File: src/rtl/top.sv
// Multi-cycle RV32I core: FETCH/DECODE/EXEC/MEM/MEMWR/WB.
// Instruction and data memories are external and synchronous (one-cycle read latency).

module regfile (
    input  logic        clk,
    input  logic        rst,
    input  logic [4:0]  i_ra1,
    input  logic [4:0]  i_ra2,
    output logic [31:0] o_rd1,
    output logic [31:0] o_rd2,
    input  logic        i_we,
    input  logic [4:0]  i_wa,
    input  logic [31:0] i_wd
);
    logic [31:0] mem [0:31];

    // register array; x0 is never written so it stays zero
    always_ff @(posedge clk or negedge rst) begin
        if (!rst) begin
            for (int i = 0; i < 32; i++) begin
                mem[i] <= 32'd0;
            end
        end else if (i_we && (i_wa != 5'd0)) begin
            mem[i_wa] <= i_wd;
        end
    end

    assign o_rd1 = (i_ra1 == 5'd0) ? 32'd0 : mem[i_ra1];
    assign o_rd2 = (i_ra2 == 5'd0) ? 32'd0 : mem[i_ra2];
endmodule

module cpu (
    input  logic        clk,
    input  logic        rst,
    input  logic [31:0] i_im_out,
    input  logic [31:0] i_dm_out,
    output logic        o_im_enable,
    output logic [31:0] o_im_address,
    output logic        o_dm_enable,
    output logic        o_dm_write,
    output logic [31:0] o_dm_in,
    output logic [31:0] o_dm_address
);
    typedef enum logic [2:0] {
        S_FETCH  = 3'd0,
        S_DECODE = 3'd1,
        S_EXEC   = 3'd2,
        S_MEM    = 3'd3,
        S_MEMWR  = 3'd4,
        S_WB     = 3'd5
    } state_t;

    localparam logic [6:0] OP_LUI    = 7'b0110111;
    localparam logic [6:0] OP_AUIPC  = 7'b0010111;
    localparam logic [6:0] OP_JAL    = 7'b1101111;
    localparam logic [6:0] OP_JALR   = 7'b1100111;
    localparam logic [6:0] OP_BRANCH = 7'b1100011;
    localparam logic [6:0] OP_LOAD   = 7'b0000011;
    localparam logic [6:0] OP_STORE  = 7'b0100011;
    localparam logic [6:0] OP_IMM    = 7'b0010011;
    localparam logic [6:0] OP_OP     = 7'b0110011;

    state_t      r_state, w_next_state;
    logic [31:0] r_pc, r_ir, r_a, r_b, r_alu, r_next_pc, r_addr;
    logic        r_wb_en, r_load, r_sw;
    logic [31:0] w_rs1_data, w_rs2_data, w_alu, w_next_pc, w_addr, w_wb_data, w_merge;
    logic        w_wb_en, w_load, w_store, w_rf_we;
    logic [6:0]  w_opcode;
    logic [2:0]  w_f3;
    logic [31:0] w_imm_i, w_imm_s, w_imm_b, w_imm_u, w_imm_j;

    function automatic logic [31:0] alu_f(input logic [2:0] f3, input logic alt,
                                          input logic [31:0] a, input logic [31:0] b);
        logic [31:0] y;
        case (f3)
            3'b000: y = alt ? (a - b) : (a + b);
            3'b001: y = a << b[4:0];
            3'b010: y = {31'd0, ($signed(a) < $signed(b))};
            3'b011: y = {31'd0, (a < b)};
            3'b100: y = a ^ b;
            3'b101: begin
                if (alt) y = $unsigned($signed(a) >>> b[4:0]);
                else     y = a >> b[4:0];
            end
            3'b110: y = a | b;
            3'b111: y = a & b;
            default: y = 32'd0;
        endcase
        return y;
    endfunction

    function automatic logic br_f(input logic [2:0] f3, input logic [31:0] a, input logic [31:0] b);
        logic y;
        case (f3)
            3'b000: y = (a == b);
            3'b001: y = (a != b);
            3'b100: y = ($signed(a) < $signed(b));
            3'b101: y = ($signed(a) >= $signed(b));
            3'b110: y = (a < b);
            3'b111: y = (a >= b);
            default: y = 1'b0;
        endcase
        return y;
    endfunction

    // little-endian lane extraction with sign/zero extension
    function automatic logic [31:0] load_f(input logic [2:0] f3, input logic [1:0] lane,
                                           input logic [31:0] word);
        logic [7:0]  b;
        logic [15:0] h;
        logic [31:0] y;
        case (lane)
            2'd0: b = word[7:0];
            2'd1: b = word[15:8];
            2'd2: b = word[23:16];
            default: b = word[31:24];
        endcase
        h = lane[1] ? word[31:16] : word[15:0];
        case (f3)
            3'b000: y = {{24{b[7]}}, b};
            3'b001: y = {{16{h[15]}}, h};
            3'b100: y = {24'd0, b};
            3'b101: y = {16'd0, h};
            default: y = word;
        endcase
        return y;
    endfunction

    function automatic logic [31:0] merge_f(input logic [2:0] f3, input logic [1:0] lane,
                                            input logic [31:0] old, input logic [15:0] val);
        logic [31:0] y;
        y = old;
        if (f3 == 3'b000) begin
            case (lane)
                2'd0: y[7:0]   = val[7:0];
                2'd1: y[15:8]  = val[7:0];
                2'd2: y[23:16] = val[7:0];
                default: y[31:24] = val[7:0];
            endcase
        end else if (lane[1]) begin
            y[31:16] = val;
        end else begin
            y[15:0] = val;
        end
        return y;
    endfunction

    assign w_opcode = r_ir[6:0];
    assign w_f3     = r_ir[14:12];
    assign w_imm_i  = {{20{r_ir[31]}}, r_ir[31:20]};
    assign w_imm_s  = {{20{r_ir[31]}}, r_ir[31:25], r_ir[11:7]};
    assign w_imm_b  = {{19{r_ir[31]}}, r_ir[31], r_ir[7], r_ir[30:25], r_ir[11:8], 1'b0};
    assign w_imm_u  = {r_ir[31:12], 12'd0};
    assign w_imm_j  = {{11{r_ir[31]}}, r_ir[31], r_ir[19:12], r_ir[20], r_ir[30:21], 1'b0};

    // rs1/rs2 are read straight from the fetched word during DECODE
    regfile RF1 (
        .clk   (clk),
        .rst   (rst),
        .i_ra1 (i_im_out[19:15]),
        .i_ra2 (i_im_out[24:20]),
        .o_rd1 (w_rs1_data),
        .o_rd2 (w_rs2_data),
        .i_we  (w_rf_we),
        .i_wa  (r_ir[11:7]),
        .i_wd  (w_wb_data)
    );

    // execute-stage datapath: result, target and memory address
    always_comb begin
        w_alu     = 32'd0;
        w_next_pc = r_pc + 32'd4;
        w_addr    = r_a + w_imm_i;
        w_wb_en   = 1'b0;
        w_load    = 1'b0;
        w_store   = 1'b0;
        case (w_opcode)
            OP_LUI: begin
                w_alu   = w_imm_u;
                w_wb_en = 1'b1;
            end
            OP_AUIPC: begin
                w_alu   = r_pc + w_imm_u;
                w_wb_en = 1'b1;
            end
            OP_JAL: begin
                w_alu     = r_pc + 32'd4;
                w_wb_en   = 1'b1;
                w_next_pc = r_pc + w_imm_j;
            end
            OP_JALR: begin
                w_alu     = r_pc + 32'd4;
                w_wb_en   = 1'b1;
                w_next_pc = (r_a + w_imm_i) & ~32'd1;
            end
            OP_BRANCH: begin
                if (br_f(w_f3, r_a, r_b)) w_next_pc = r_pc + w_imm_b;
                else                      w_next_pc = r_pc + 32'd4;
            end
            OP_LOAD: begin
                if ((w_f3 != 3'b011) && (w_f3[2:1] != 2'b11)) begin
                    w_load  = 1'b1;
                    w_wb_en = 1'b1;
                end else begin
                    w_load  = 1'b0;
                end
            end
            OP_STORE: begin
                w_addr = r_a + w_imm_s;
                if (w_f3 <= 3'b010) w_store = 1'b1;
                else                w_store = 1'b0;
            end
            OP_IMM: begin
                w_alu   = alu_f(w_f3, (w_f3 == 3'b101) & r_ir[30], r_a, w_imm_i);
                w_wb_en = 1'b1;
            end
            OP_OP: begin
                w_alu   = alu_f(w_f3, r_ir[30] & ((w_f3 == 3'b000) | (w_f3 == 3'b101)), r_a, r_b);
                w_wb_en = 1'b1;
            end
            default: w_wb_en = 1'b0;
        endcase
    end

    // next-state logic
    always_comb begin
        w_next_state = S_FETCH;
        case (r_state)
            S_FETCH:  w_next_state = S_DECODE;
            S_DECODE: w_next_state = S_EXEC;
            S_EXEC: begin
                if (w_load || w_store) w_next_state = S_MEM;
                else                   w_next_state = S_WB;
            end
            S_MEM: begin
                if (r_load)    w_next_state = S_WB;
                else if (r_sw) w_next_state = S_FETCH;
                else           w_next_state = S_MEMWR;
            end
            S_MEMWR:  w_next_state = S_FETCH;
            S_WB:     w_next_state = S_FETCH;
            default:  w_next_state = S_FETCH;
        endcase
    end

    // state, instruction and operand registers
    always_ff @(posedge clk or negedge rst) begin
        if (!rst) begin
            r_state   <= S_FETCH;
            r_pc      <= 32'd0;
            r_ir      <= 32'd0;
            r_a       <= 32'd0;
            r_b       <= 32'd0;
            r_alu     <= 32'd0;
            r_next_pc <= 32'd0;
            r_addr    <= 32'd0;
            r_wb_en   <= 1'b0;
            r_load    <= 1'b0;
            r_sw      <= 1'b0;
        end else begin
            r_state <= w_next_state;
            case (r_state)
                S_DECODE: begin
                    r_ir <= i_im_out;
                    r_a  <= w_rs1_data;
                    r_b  <= w_rs2_data;
                end
                S_EXEC: begin
                    r_alu     <= w_alu;
                    r_next_pc <= w_next_pc;
                    r_addr    <= w_addr;
                    r_wb_en   <= w_wb_en;
                    r_load    <= w_load;
                    r_sw      <= w_store & (w_f3 == 3'b010);
                end
                S_MEM: begin
                    if (r_sw) r_pc <= r_next_pc;
                end
                S_MEMWR: r_pc <= r_next_pc;
                S_WB:    r_pc <= r_next_pc;
                default: r_pc <= r_pc;
            endcase
        end
    end

    assign w_merge   = merge_f(w_f3, r_addr[1:0], i_dm_out, r_b[15:0]);
    assign w_wb_data = r_load ? load_f(w_f3, r_addr[1:0], i_dm_out) : r_alu;
    assign w_rf_we   = (r_state == S_WB) & r_wb_en;

    // strobes are qualified by reset so every output reads 0 while held in reset
    assign o_im_enable  = rst & (r_state == S_FETCH);
    assign o_im_address = r_pc;
    assign o_dm_enable  = rst & ((r_state == S_MEM) | (r_state == S_MEMWR));
    assign o_dm_write   = rst & (((r_state == S_MEM) & r_sw) | (r_state == S_MEMWR));
    assign o_dm_in      = (r_state == S_MEMWR) ? w_merge : r_b;
    assign o_dm_address = {r_addr[31:2], 2'b00};
endmodule

module top (
    input  logic        clk,
    input  logic        rst,
    input  logic [31:0] IM_out,
    input  logic [31:0] DM_out,
    output logic        IM_enable,
    output logic [31:0] IM_address,
    output logic        DM_enable,
    output logic        DM_write,
    output logic [31:0] DM_in,
    output logic [31:0] DM_address
);
    cpu CPU1 (
        .clk          (clk),
        .rst          (rst),
        .i_im_out     (IM_out),
        .i_dm_out     (DM_out),
        .o_im_enable  (IM_enable),
        .o_im_address (IM_address),
        .o_dm_enable  (DM_enable),
        .o_dm_write   (DM_write),
        .o_dm_in      (DM_in),
        .o_dm_address (DM_address)
    );
endmodule

File: config.mk
export PLATFORM = sky130hd
export DESIGN_NAME = top
export DESIGN_NICKNAME = d
export VERILOG_FILES = /design/src/rtl/top.sv
export SDC_FILE = /design/constraint.sdc
export NUM_CORES = 2
export LEC_CHECK = 0
export BUFFER_PORTS_ARGS = -buffer_cell sky130_fd_sc_hd__buf_2
export CAP_MARGIN = 0
export CORE_MARGIN = 2
export CORE_UTILIZATION = 50
export DETAILED_ROUTE_END_ITERATION = 7
export HOLD_SLACK_MARGIN = 0.08
export PLACE_DENSITY = 0.66
export SLEW_MARGIN = 20
export SYNTH_ARGS = -nofsm -noshare
export SYNTH_HDL_FRONTEND = slang
export SYNTH_SLANG_ARGS = --single-unit
File: constraint.sdc
create_clock -name clk -period 8.1 [get_ports clk]
set_input_delay 0.405 -clock clk [delete_from_list [all_inputs] [get_ports clk]]
set_output_delay 0.405 -clock clk [all_outputs]
set_load 0.02 [all_outputs]
==> out/metrics.cfg <==
[logic_synthesis]
syn_inst = 9471
synth_top_area_frac = 0.371
synth-edff-count = 0
avgSynthCellArea_um2 = 8.94
synthXorXnorAreaFrac = 0.0193
synth.cell_area_um2 = 84700
yosysTopAreaCell = dfrtp_1
yosysSeqAreaShare = 0.371
synthTopCellsByArea = dfrtp_1, mux4_2, o21ai_0
synth_fa_ha_area_frac = 0.0394
synth-simple-area-share = 0.115
synth_seq_cells = 1254
synth-compound-area-share = 0.223
yosys_most_used_dff = dfrtp_1
synth.distinct_cells = 87
yosysWarningCount = 0
synth_top_family_by_area = compound AO/OA/AOI/OAI gates
synthMuxAreaShare = 0.181
synthArstFlopShare = 1.00

[finish]
layout_common_cells = o21ai_0, nand2_1, dfrtp_1
syn2layout_area_growth_pct = 9.27
multiInputGateArea_um2 = 49600
ff_latch_area_um2 = 31400
fin_nets = 9393
num-fill-cells = 15241
layout-drive-gt1-share = 0.142
layout_commonest_cell = o21ai_0

[clock_network]
clk_latency_ns = 0.86
h-tree-depth = 4
cts_buffer_depth = 3
cts_buffers = 145
cts_resized = 0
cts_tree = done
cts.sinks = 1254
root_buffer = clkbuf_16
cts.clk_slew.worst_paths_ns = 0.06
cts_setup_buffers = 0

[routing]
drt-pass1-iter-count = 8
vias = 79489
drc = 0
drtIter0Drc = 10938
vias_per_cell = 6.97
postRouteAntennaNets = 0
wirelength_um = 389000
wl_per_cell_um = 34.1

[timing]
fin_skew_ns = 0.0838
fmax_mhz = 164
worst_pin_slew_ns = 1.33
setup_tns_ns = 0
period_needed_ns = 6.12
fin_crit_sh = 0.755
rsz0062_at_grt = false
slew_viol_final = 0
finalHoldViolations = 0
setup_violations = 0
timing.hold.ws_ns = 0.172
slew_headroom = 0.111

[run_status]
status = finished, final reports clean

[setup_path]
crit_slowest_cell = dfrtp_1
cp_max_fo = 16
critPathArrivalTime_ns = 6.76
startpoint = CPU1.r_a[2]$_DFFE_PN0N_
slowest_delay_ns = 0.88
cp_cell_sequence = inv_1 -> ha_1 -> inv_1 -> o221ai_1 -> a21oi_1 -> a221oi_1 -> o41ai_1 -> buf_4 -> a211o_1 -> a311oi_1 -> o21ai_0 -> xnor2_1 -> o21ai_0 -> o211ai_1
endpoint_kind = flop
critPathKind = reg -> reg
r2r_start = CPU1.r_a[2]$_DFFE_PN0N_
startpoint_type = flop
required_ns = 8.75

[power]
p_int_mw = 15.6
power_density_nw_per_um2 = 314
p_clk_frac = 0.248
combPwrFrac = 0.490
p_leak_nw = 39.9
sw_frac_of_total = 0.463
p_seq_frac = 0.262
peakVddDrop_v = 0.000250
p_sw_mw = 13.5

[global_route]
overflow = 0
grt_use_total = 0.441
antenna_found_initial = 27
grt_pass1_vias = 75552
grt_max_degree = 184
grt_pass1_wl_um = 553000

[placed_design]
gp_congestion = 1.09
place_hpwl_um = 252000
io_buffers = 162

[floorplan]
pin_count = 165
die_y_um = 416
die_x_um = 416
dieArea_um2 = 173000
core_um2 = 169000
num_rows = 151
initial_core_util = 0.502

[min_path]
hold_class = in -> reg
min_from = IM_out[23]

[run]
maxCapViolations = 0

metal layers:
metal | wire length [um] | global-route usage | vias to the layer above
li1 | - | - | 33696
met1 | 145000 | 0.561 | 39385
met2 | 168000 | 0.646 | 5069
met3 | 43100 | 0.122 | 1319
met4 | 32600 | 0.321 | 20
met5 | 126 | 0 | -
worst paths after layout:
| kind | end | slack, ns | depth (start not counted) |
|---|---|---|---|
| setup / recovery | CPU1.r_alu[25]$_DFFE_PN0P_ | 1.98 | 14 |
| hold / removal | CPU1.r_ir[23]$_DFFE_PN0N_ | 0.17 | 3 |
| setup reg to reg | CPU1.r_alu[25]$_DFFE_PN0P_ | 1.98 | 14 |
| hold reg to reg | CPU1.RF1.mem[1004]$_DFFE_PN0P_ | 0.40 | 0 |
| max in group asynchronous | CPU1.RF1.mem[296]$_DFFE_PN0P_ | 5.35 | 5 |
| min in group asynchronous | CPU1.RF1.mem[12]$_DFFE_PN0P_ | 0.58 | 3 |
critical path, delay by kind of cell, from the launching register on:
family                   cells  cell delay (ns)
XOR/XNOR                     1             0.18
adder cells (fa/ha/maj)      1             0.57
AO/OA/AOI/OAI                9             3.57
flip-flops                   1             0.88
buffers and inverters        3             0.67
cell usage after synthesis, types with 28 or more instances:
master	number
o21ai_0	1521
nand2_1	1374
dfrtp_1	1254
clkbuf_1	797
a21oi_1	762
nor2_1	555
mux2i_1	489
mux4_2	370
ha_1	254
o22ai_1	225
mux2_2	188
inv_1	152
nor3_1	146
o221ai_1	146
xnor2_1	130
buf_1	95
a211oi_1	73
nand3_1	65
a21o_1	62
xor2_1	57
a31oi_1	51
nor2b_1	47
o21bai_1	47
a221oi_1	43
a211o_1	35
buf_4	35
nand4_1	34
o211ai_1	33
o31ai_1	28
logic make-up (layout without fill, tap and decap cells):
group,count (synthesis),in the layout
AO/OA/AOI/OAI,3249,3249
XOR/XNOR,187,187
adder cells (fa/ha/maj),262,262
buffers and inverters,1112,817
flip-flops,1254,1254
multiplexers,1047,1047
other,1,16
AND/OR/NAND/NOR,2359,2359
power by group through the flow:
| stage | clock (mW) | sequential [mW] | combinational [mW] |
|---|---|---|---|
| after global routing | 7.51 | 7.67 | 14.7 |
| final | 7.22 | 7.61 | 14.3 |
| after global placement | 0 | 7.67 | 13.6 |
| after CTS | 7.25 | 7.59 | 13.6 |
| after detailed placement | 0 | 7.70 | 13.5 |
| after floorplan | 0 | 7.47 | 8.59 |
metrics by stage:
stage / area (um^2) / setup WS, ns / power, mW / utilization / std cells
finish: 92500 / 1.98 / 29.1 / 0.548 / 11409
global route: 92500 / 2.04 / 29.9 / 0.548 / 11395
CTS: 92400 / 2.26 / 28.4 / 0.547 / 11393
detailed placement: 86900 / 2.32 / 21.2 / 0.515 / 11110
global placement: 86900 / 2.42 / 21.3 / 0.515 / 11110
floorplan: 84700 / 3.55 / 16.1 / - / 9472
registers in the layout, indices dropped and copies added, names as in the netlist:
name / flops
CPU1.RF1.mem: 1024
CPU1.o_im_address: 32
CPU1.r_a: 32
CPU1.r_addr: 32
CPU1.r_alu: 32
CPU1.r_b: 32
CPU1.r_ir: 32
CPU1.r_next_pc: 32
CPU1.r_state: 3
CPU1.r_load: 1
CPU1.r_sw: 1
CPU1.r_wb_en: 1
repair_timing:
| action | in CTS | in global routing |
|---|---|---|
| endpoints found under the hold margin | 70 | 0 |
| hold buffers | 24 | 0 |
| endpoints found under the setup margin | 0 | 0 |
final cells by class:
cell class,instances,share of cell area
Inverter,162,0.00657
Clock inverter,55,0.0109
Antenna cell,14,0.000379
Multi-Input combinational cell,7106,0.536
Clock buffer,204,0.0451
Tap cell,2218,0.0300
Sequential cell,1254,0.339
Timing Repair Buffer,396,0.0316
Note: power is estimated with default switching activity, not from simulation.
